[src/rtl/fifo_port_arbiter.sv]
// FIFO built on one shared single-port SRAM. Push and pop contend for the single
// SRAM port; a registered read pipeline presents popped words with a ready handshake.
module fifo_port_arbiter #(
   parameter int unsigned DEPTH = 128,
   parameter int unsigned WIDTH = 8,
   parameter int unsigned AW    = 7
) (
   input  logic             clk_i,
   input  logic             rst_ni,
   input  logic             clr_i,
   input  logic             push_req_i,
   input  logic [WIDTH-1:0] push_data_i,
   output logic             push_gnt_o,
   input  logic             pop_req_i,
   output logic             pop_gnt_o,
   output logic             pop_valid_o,
   output logic [WIDTH-1:0] pop_data_o,
   input  logic             pop_ready_i,
   output logic             full_o,
   output logic             empty_o,
   output logic [AW:0]      count_o,
   output logic             overflow_o,
   output logic             sram_cen_o,
   output logic             sram_wen_o,
   output logic [AW-1:0]    sram_addr_o,
   output logic [WIDTH-1:0] sram_wdata_o,
   input  logic [WIDTH-1:0] sram_rdata_i
);

   typedef enum logic [1:0] {StIdle, StRdPend, StOutValid} state_e;

   state_e           state_q, state_d;
   logic [AW-1:0]    wptr_q, wptr_d;
   logic [AW-1:0]    rptr_q, rptr_d;
   logic [AW:0]      count_q, count_d;
   logic             last_gnt_q, last_gnt_d;
   logic [WIDTH-1:0] pop_data_q, pop_data_d;
   logic             push_elig, pop_elig;

   assign count_o     = count_q;
   assign full_o      = (count_q == (AW+1)'(DEPTH));
   assign empty_o     = (count_q == '0);
   assign pop_valid_o = (state_q == StOutValid);
   assign pop_data_o  = pop_data_q;

   // Grants are gated by reset so the reset cycle itself never touches the SRAM.
   always_comb begin
      push_elig = rst_ni && push_req_i && !full_o && (state_q != StRdPend) && !clr_i;
      pop_elig  = rst_ni && pop_req_i && !empty_o && !clr_i &&
                  ((state_q == StIdle) || ((state_q == StOutValid) && pop_ready_i));
      // last_gnt_q: 0 = push granted last, 1 = pop granted last.
      push_gnt_o = push_elig && (!pop_elig || last_gnt_q);
      pop_gnt_o  = pop_elig && (!push_elig || !last_gnt_q);
      overflow_o = rst_ni && push_req_i && full_o;
   end

   always_comb begin
      sram_cen_o   = 1'b1;
      sram_wen_o   = 1'b1;
      sram_addr_o  = '0;
      sram_wdata_o = '0;
      if (push_gnt_o) begin
         sram_cen_o   = 1'b0;
         sram_wen_o   = 1'b0;
         sram_addr_o  = wptr_q;
         sram_wdata_o = push_data_i;
      end else if (pop_gnt_o) begin
         sram_cen_o  = 1'b0;
         sram_addr_o = rptr_q;
      end
   end

   always_comb begin
      wptr_d     = wptr_q;
      rptr_d     = rptr_q;
      count_d    = count_q;
      last_gnt_d = last_gnt_q;
      state_d    = state_q;
      pop_data_d = pop_data_q;

      if (push_gnt_o) begin
         wptr_d     = wptr_q + AW'(1);
         count_d    = count_q + (AW+1)'(1);
         last_gnt_d = 1'b0;
      end else if (pop_gnt_o) begin
         rptr_d     = rptr_q + AW'(1);
         count_d    = count_q - (AW+1)'(1);
         last_gnt_d = 1'b1;
      end

      case (state_q)
         StIdle: begin
            if (pop_gnt_o) state_d = StRdPend;
         end
         StRdPend: begin
            state_d    = StOutValid;
            pop_data_d = sram_rdata_i;
         end
         StOutValid: begin
            if (pop_ready_i) state_d = pop_gnt_o ? StRdPend : StIdle;
         end
         default: state_d = StIdle;
      endcase

      // Clear abandons any read in flight; the last presented word may linger on pop_data_o.
      if (clr_i) begin
         wptr_d     = '0;
         rptr_d     = '0;
         count_d    = '0;
         state_d    = StIdle;
         pop_data_d = pop_data_q;
      end
   end

   always_ff @(posedge clk_i) begin
      if (!rst_ni) begin
         state_q    <= StIdle;
         wptr_q     <= '0;
         rptr_q     <= '0;
         count_q    <= '0;
         last_gnt_q <= 1'b1;
         pop_data_q <= '0;
      end else begin
         state_q    <= state_d;
         wptr_q     <= wptr_d;
         rptr_q     <= rptr_d;
         count_q    <= count_d;
         last_gnt_q <= last_gnt_d;
         pop_data_q <= pop_data_d;
      end
   end

endmodule

[config.mk]
export PLATFORM = sky130hd
export DESIGN_NAME = fifo_port_arbiter
export DESIGN_NICKNAME = d
export VERILOG_FILES = /design/src/rtl/fifo_port_arbiter.sv
export SDC_FILE = /design/constraint.sdc
export NUM_CORES = 1
export LEC_CHECK = 0
export BUFFER_PORTS_ARGS = -buffer_cell sky130_fd_sc_hd__buf_4
export CAP_MARGIN = 20
export CORE_MARGIN = 2
export CORE_UTILIZATION = 55
export CTS_CLUSTER_SIZE = 10
export DETAILED_ROUTE_END_ITERATION = 6
export GPL_TIMING_DRIVEN = 0
export PLACE_DENSITY = 0.86
export RECOVER_POWER = 50
export SLEW_MARGIN = 20
export SYNTH_ARGS = -nofsm -noshare
export SYNTH_HDL_FRONTEND = slang
export SYNTH_SLANG_ARGS = --single-unit
[constraint.sdc]
create_clock -name clk_i -period 4 [get_ports clk_i]
set_input_delay 0.6 -clock clk_i [delete_from_list [all_inputs] [get_ports clk_i]]
set_output_delay 0.6 -clock clk_i [all_outputs]
set_load 0.01 [all_outputs]
==> flow_summary.toml <==
[sta]
period_needed_ps = 3230
finalSetupViolations = 0
hold_viol_final = 0
fmax_ghz = 0.310
fin_crit_sh_pct = 80.8
maxSlewHeadroom_pct = 58.8
tns_ps = 0
fin_skew_ps = 10.2
slew_violations = 0
rsz0062_at_grt = "no"
tightestPinTransition_ps = 619

[setup_path]
path_cells = "nor4_1, nand3_1, o311ai_0, clkbuf_1, ha_1, nor2b_1, o31a_1, mux2_2, o21ai_0, a21oi_1"
r2r_cells = 10
cpMaxStageDelayCell = "clkbuf_1"
reg2reg_slack_ps = 770
regToRegEndpoint = "count_o[6]"
crit_path_start = "count_o[3]"
path_class = "reg -> reg"
cp-end-kind = "flop"
cpPeakStageDelay_ps = 540
timing.rr.start = "count_o[3]"
startpoint_type = "flop"
crit_fanout = 16
critPathArrivalTime_ps = 3440
cp.required_ps = 4210

[clock_tree]
tritoncts = "built"
hold_buffers = 0
clk_pin_slew_worst_paths_ps = 110
clk_latency_ps = 340
cts_root_buf = "clkbuf_4"
ctsResizeCount = 0
clockBufferDepth = 2
cts_max_level = 2
cts_made_buffers = 5
cts_sinks = 33
postCtsSetupBuffers = 0

[synth]
synthArstFlopShare_pct = 0
yosysTopAreaCell = "dfxtp_1"
synth_cell_types = 52
synth-edff-count = 0
ys_seq_area_share_pct = 34.5
synth-seq-cells = 33
synthTopCellsByArea = "dfxtp_1, o21ai_0, ha_1"
synth_flop_cell = "dfxtp_1"
synthCells = 224
yosysWarnings = 0
synth.net_count = 255
avgSynthCellArea_um2 = 8.55
yosysTopAreaCellShare_pct = 34.5
syn-cell-area_um2 = 1910

[floorplan]
dieArea_um2 = 3970
die_h_um = 63.0
core_region_area_um2 = 3340
start_util_pct = 57.4
io_pins = 61
placementRows = 21
dieWidth_um = 63.0

[finish]
regArea_um2 = 661
nets = 322
num-fill-cells = 294
multiInputGateArea_um2 = 1120
area_growth_syn_to_layout_pct = 25.6
drive_above_1_share_pct = 21.6
diodes = 0
utilization_pct = 72.0

[global_route]
busiest_layer = "met2"
use_met2_pct = 41.0
track_usage_pct = 23.4
grt_pass1_vias = 1720
antenna_found_initial = 0
met1_usage_pct = 28.2
grt_pass1_wl_um = 7470
grt_max_degree = 17
overflow = 0
grtUsageMet3_pct = 4.50

[drt]
drcViolationCount = 0
post_drt_via_cell_ratio = 5.33
drt_iter0_drc = 70
antenna_left = 0
routedWlPerCell_um = 13.0
dr.pass1.iters = 5
vias = 1801
drt_wl_total_um = 4380

[placed_design]
place_congestion = 0.818
port_buffers = 60
hpwl_um = 3230

[status]
status = "finished clean"

[worst_hold_path]
holdPathStages = 2
hold_class = "reg -> reg"
holdPathEnd = "pop_data_o[1]"
worstHoldStart = "pop_data_o[1]"

[power_and_ir_drop]
peakVddDrop_uv = 209
power.leakage_nw = 0.962
p_per_area_nw_per_um2 = 293

[job]
cap_violations = 0
==> cell type report <==
type	instances	share of cell area, %
clock buffer	6	2.13
sequential	33	27.5
buffer	11	1.87
inverter	12	1.87
timing repair buffer	60	16.1
clock inverter	2	1.56
tap	46	2.39
multi-input combinational	168	46.6
==> through the flow <==
step | total power [mW] | cell area (um2) | setup WS [ps] | instances | hold WS (ps)
floorplan | 0.409 | 1910 | 1030 | 224 | 452
finish | 0.704 | 2400 | 770 | 338 | 489
global route | 0.737 | 2400 | 463 | 338 | 511
global placement | 0.449 | 2420 | 709 | 330 | 468
detailed placement | 0.451 | 2420 | 654 | 330 | 476
CTS | 0.716 | 2510 | 1010 | 338 | 488
==> metal layers <==
metal  vias up  part of all wire (%)  wire, um
met2        30                    49      2150
li1        931                     -         -
met3         7                   3.2       140
met4         0                   1.3        59
met1       833                    46      2040
met5         -                     0         0
==> sequential cells by signal (all words and copies together), names as in the netlist <==
| name | flops |
|---|---|
| count_o | 8 |
| last_gnt_q | 1 |
| pop_data_o | 8 |
| rptr_q | 7 |
| state_q | 2 |
| wptr_q | 7 |
==> report_power, final <==
part	internal, mW	switching [mW]	leakage [nW]	total (mW)
Sequential	0.332	0.00432	0.266	0.337
Clock	0.149	0.119	0.0445	0.267
Combinational	0.0495	0.0505	0.652	0.100
Total	0.530	0.174	0.962	0.704
==> worst max-delay path by stage <==
stage | to | slack [ps] | depth (start not counted)
after floorplan | count_o[6] | 1030 | 12
after global placement | count_o[6] | 710 | 13
after detailed placement | count_o[6] | 650 | 13
after CTS | count_o[6] | 1010 | 13
after global routing | count_o[6] | 460 | 10
final | count_o[6] | 770 | 10
==> cell usage after synthesis, types with 2 or more instances <==
| cell type | n |
|---|---|
| dfxtp_1 | 33 |
| o21ai_0 | 22 |
| nand2_1 | 20 |
| nor2_1 | 17 |
| a21oi_1 | 13 |
| inv_1 | 12 |
| a21boi_0 | 8 |
| and2_1 | 8 |
| ha_1 | 8 |
| mux2i_1 | 7 |
| nor2b_1 | 6 |
| a22o_1 | 5 |
| clkbuf_1 | 5 |
| nand3_1 | 5 |
| xnor2_1 | 5 |
| nand2b_1 | 3 |
| or3_1 | 3 |
| or3_2 | 3 |
| a211oi_1 | 2 |
| a41o_1 | 2 |
| buf_2 | 2 |
| clkbuf_2 | 2 |
| nand4_1 | 2 |
| o211ai_1 | 2 |
| o21a_1 | 2 |
==> kinds of logic (layout without fill, tap and decap cells) <==
logic type / Yosys count / count (layout) / share of synthesized area [%]
adders and majority gates: 9 / 9 / 6.27
and+or+nand+nor: 79 / 79 / 23.5
DFF: 33 / 33 / 34.5
AOI/OAI and AO/OA: 66 / 66 / 23.6
buffers and inverters: 23 / 91 / 5.16
xor gates and xnor gates: 6 / 6 / 2.75
muxes: 8 / 8 / 4.25
==> layout by cell type, fill, tap and decap left out, drive strengths merged, types with 3 or more instances in the layout <==
| master | synthesis | layout |
|---|---|---|
| nand3 | 6 | 6 |
| nand2 | 20 | 20 |
| clkbuf | 7 | 33 |
| or3 | 6 | 6 |
| a22o | 5 | 5 |
| ha | 8 | 8 |
| dfxtp | 33 | 33 |
| buf | 4 | 44 |
| a21boi | 8 | 8 |
| nor2 | 17 | 17 |
| xnor2 | 5 | 5 |
| nand2b | 3 | 3 |
| mux2i | 7 | 7 |
| o21ai | 22 | 22 |
| nor2b | 6 | 6 |
| inv | 12 | 12 |
| a21oi | 13 | 13 |
| and2 | 9 | 9 |
==> worst max-delay path, delay by kind of cell (launching register included) <==
kind,cells,cell delay (ps)
AOI/OAI and AO/OA,4,690
adders and majority gates,1,380
buffers and inverters,1,540
DFF,1,350
muxes,1,270
and+or+nand+nor,3,860
No activity file was read; power rests on OpenSTA's default activity.
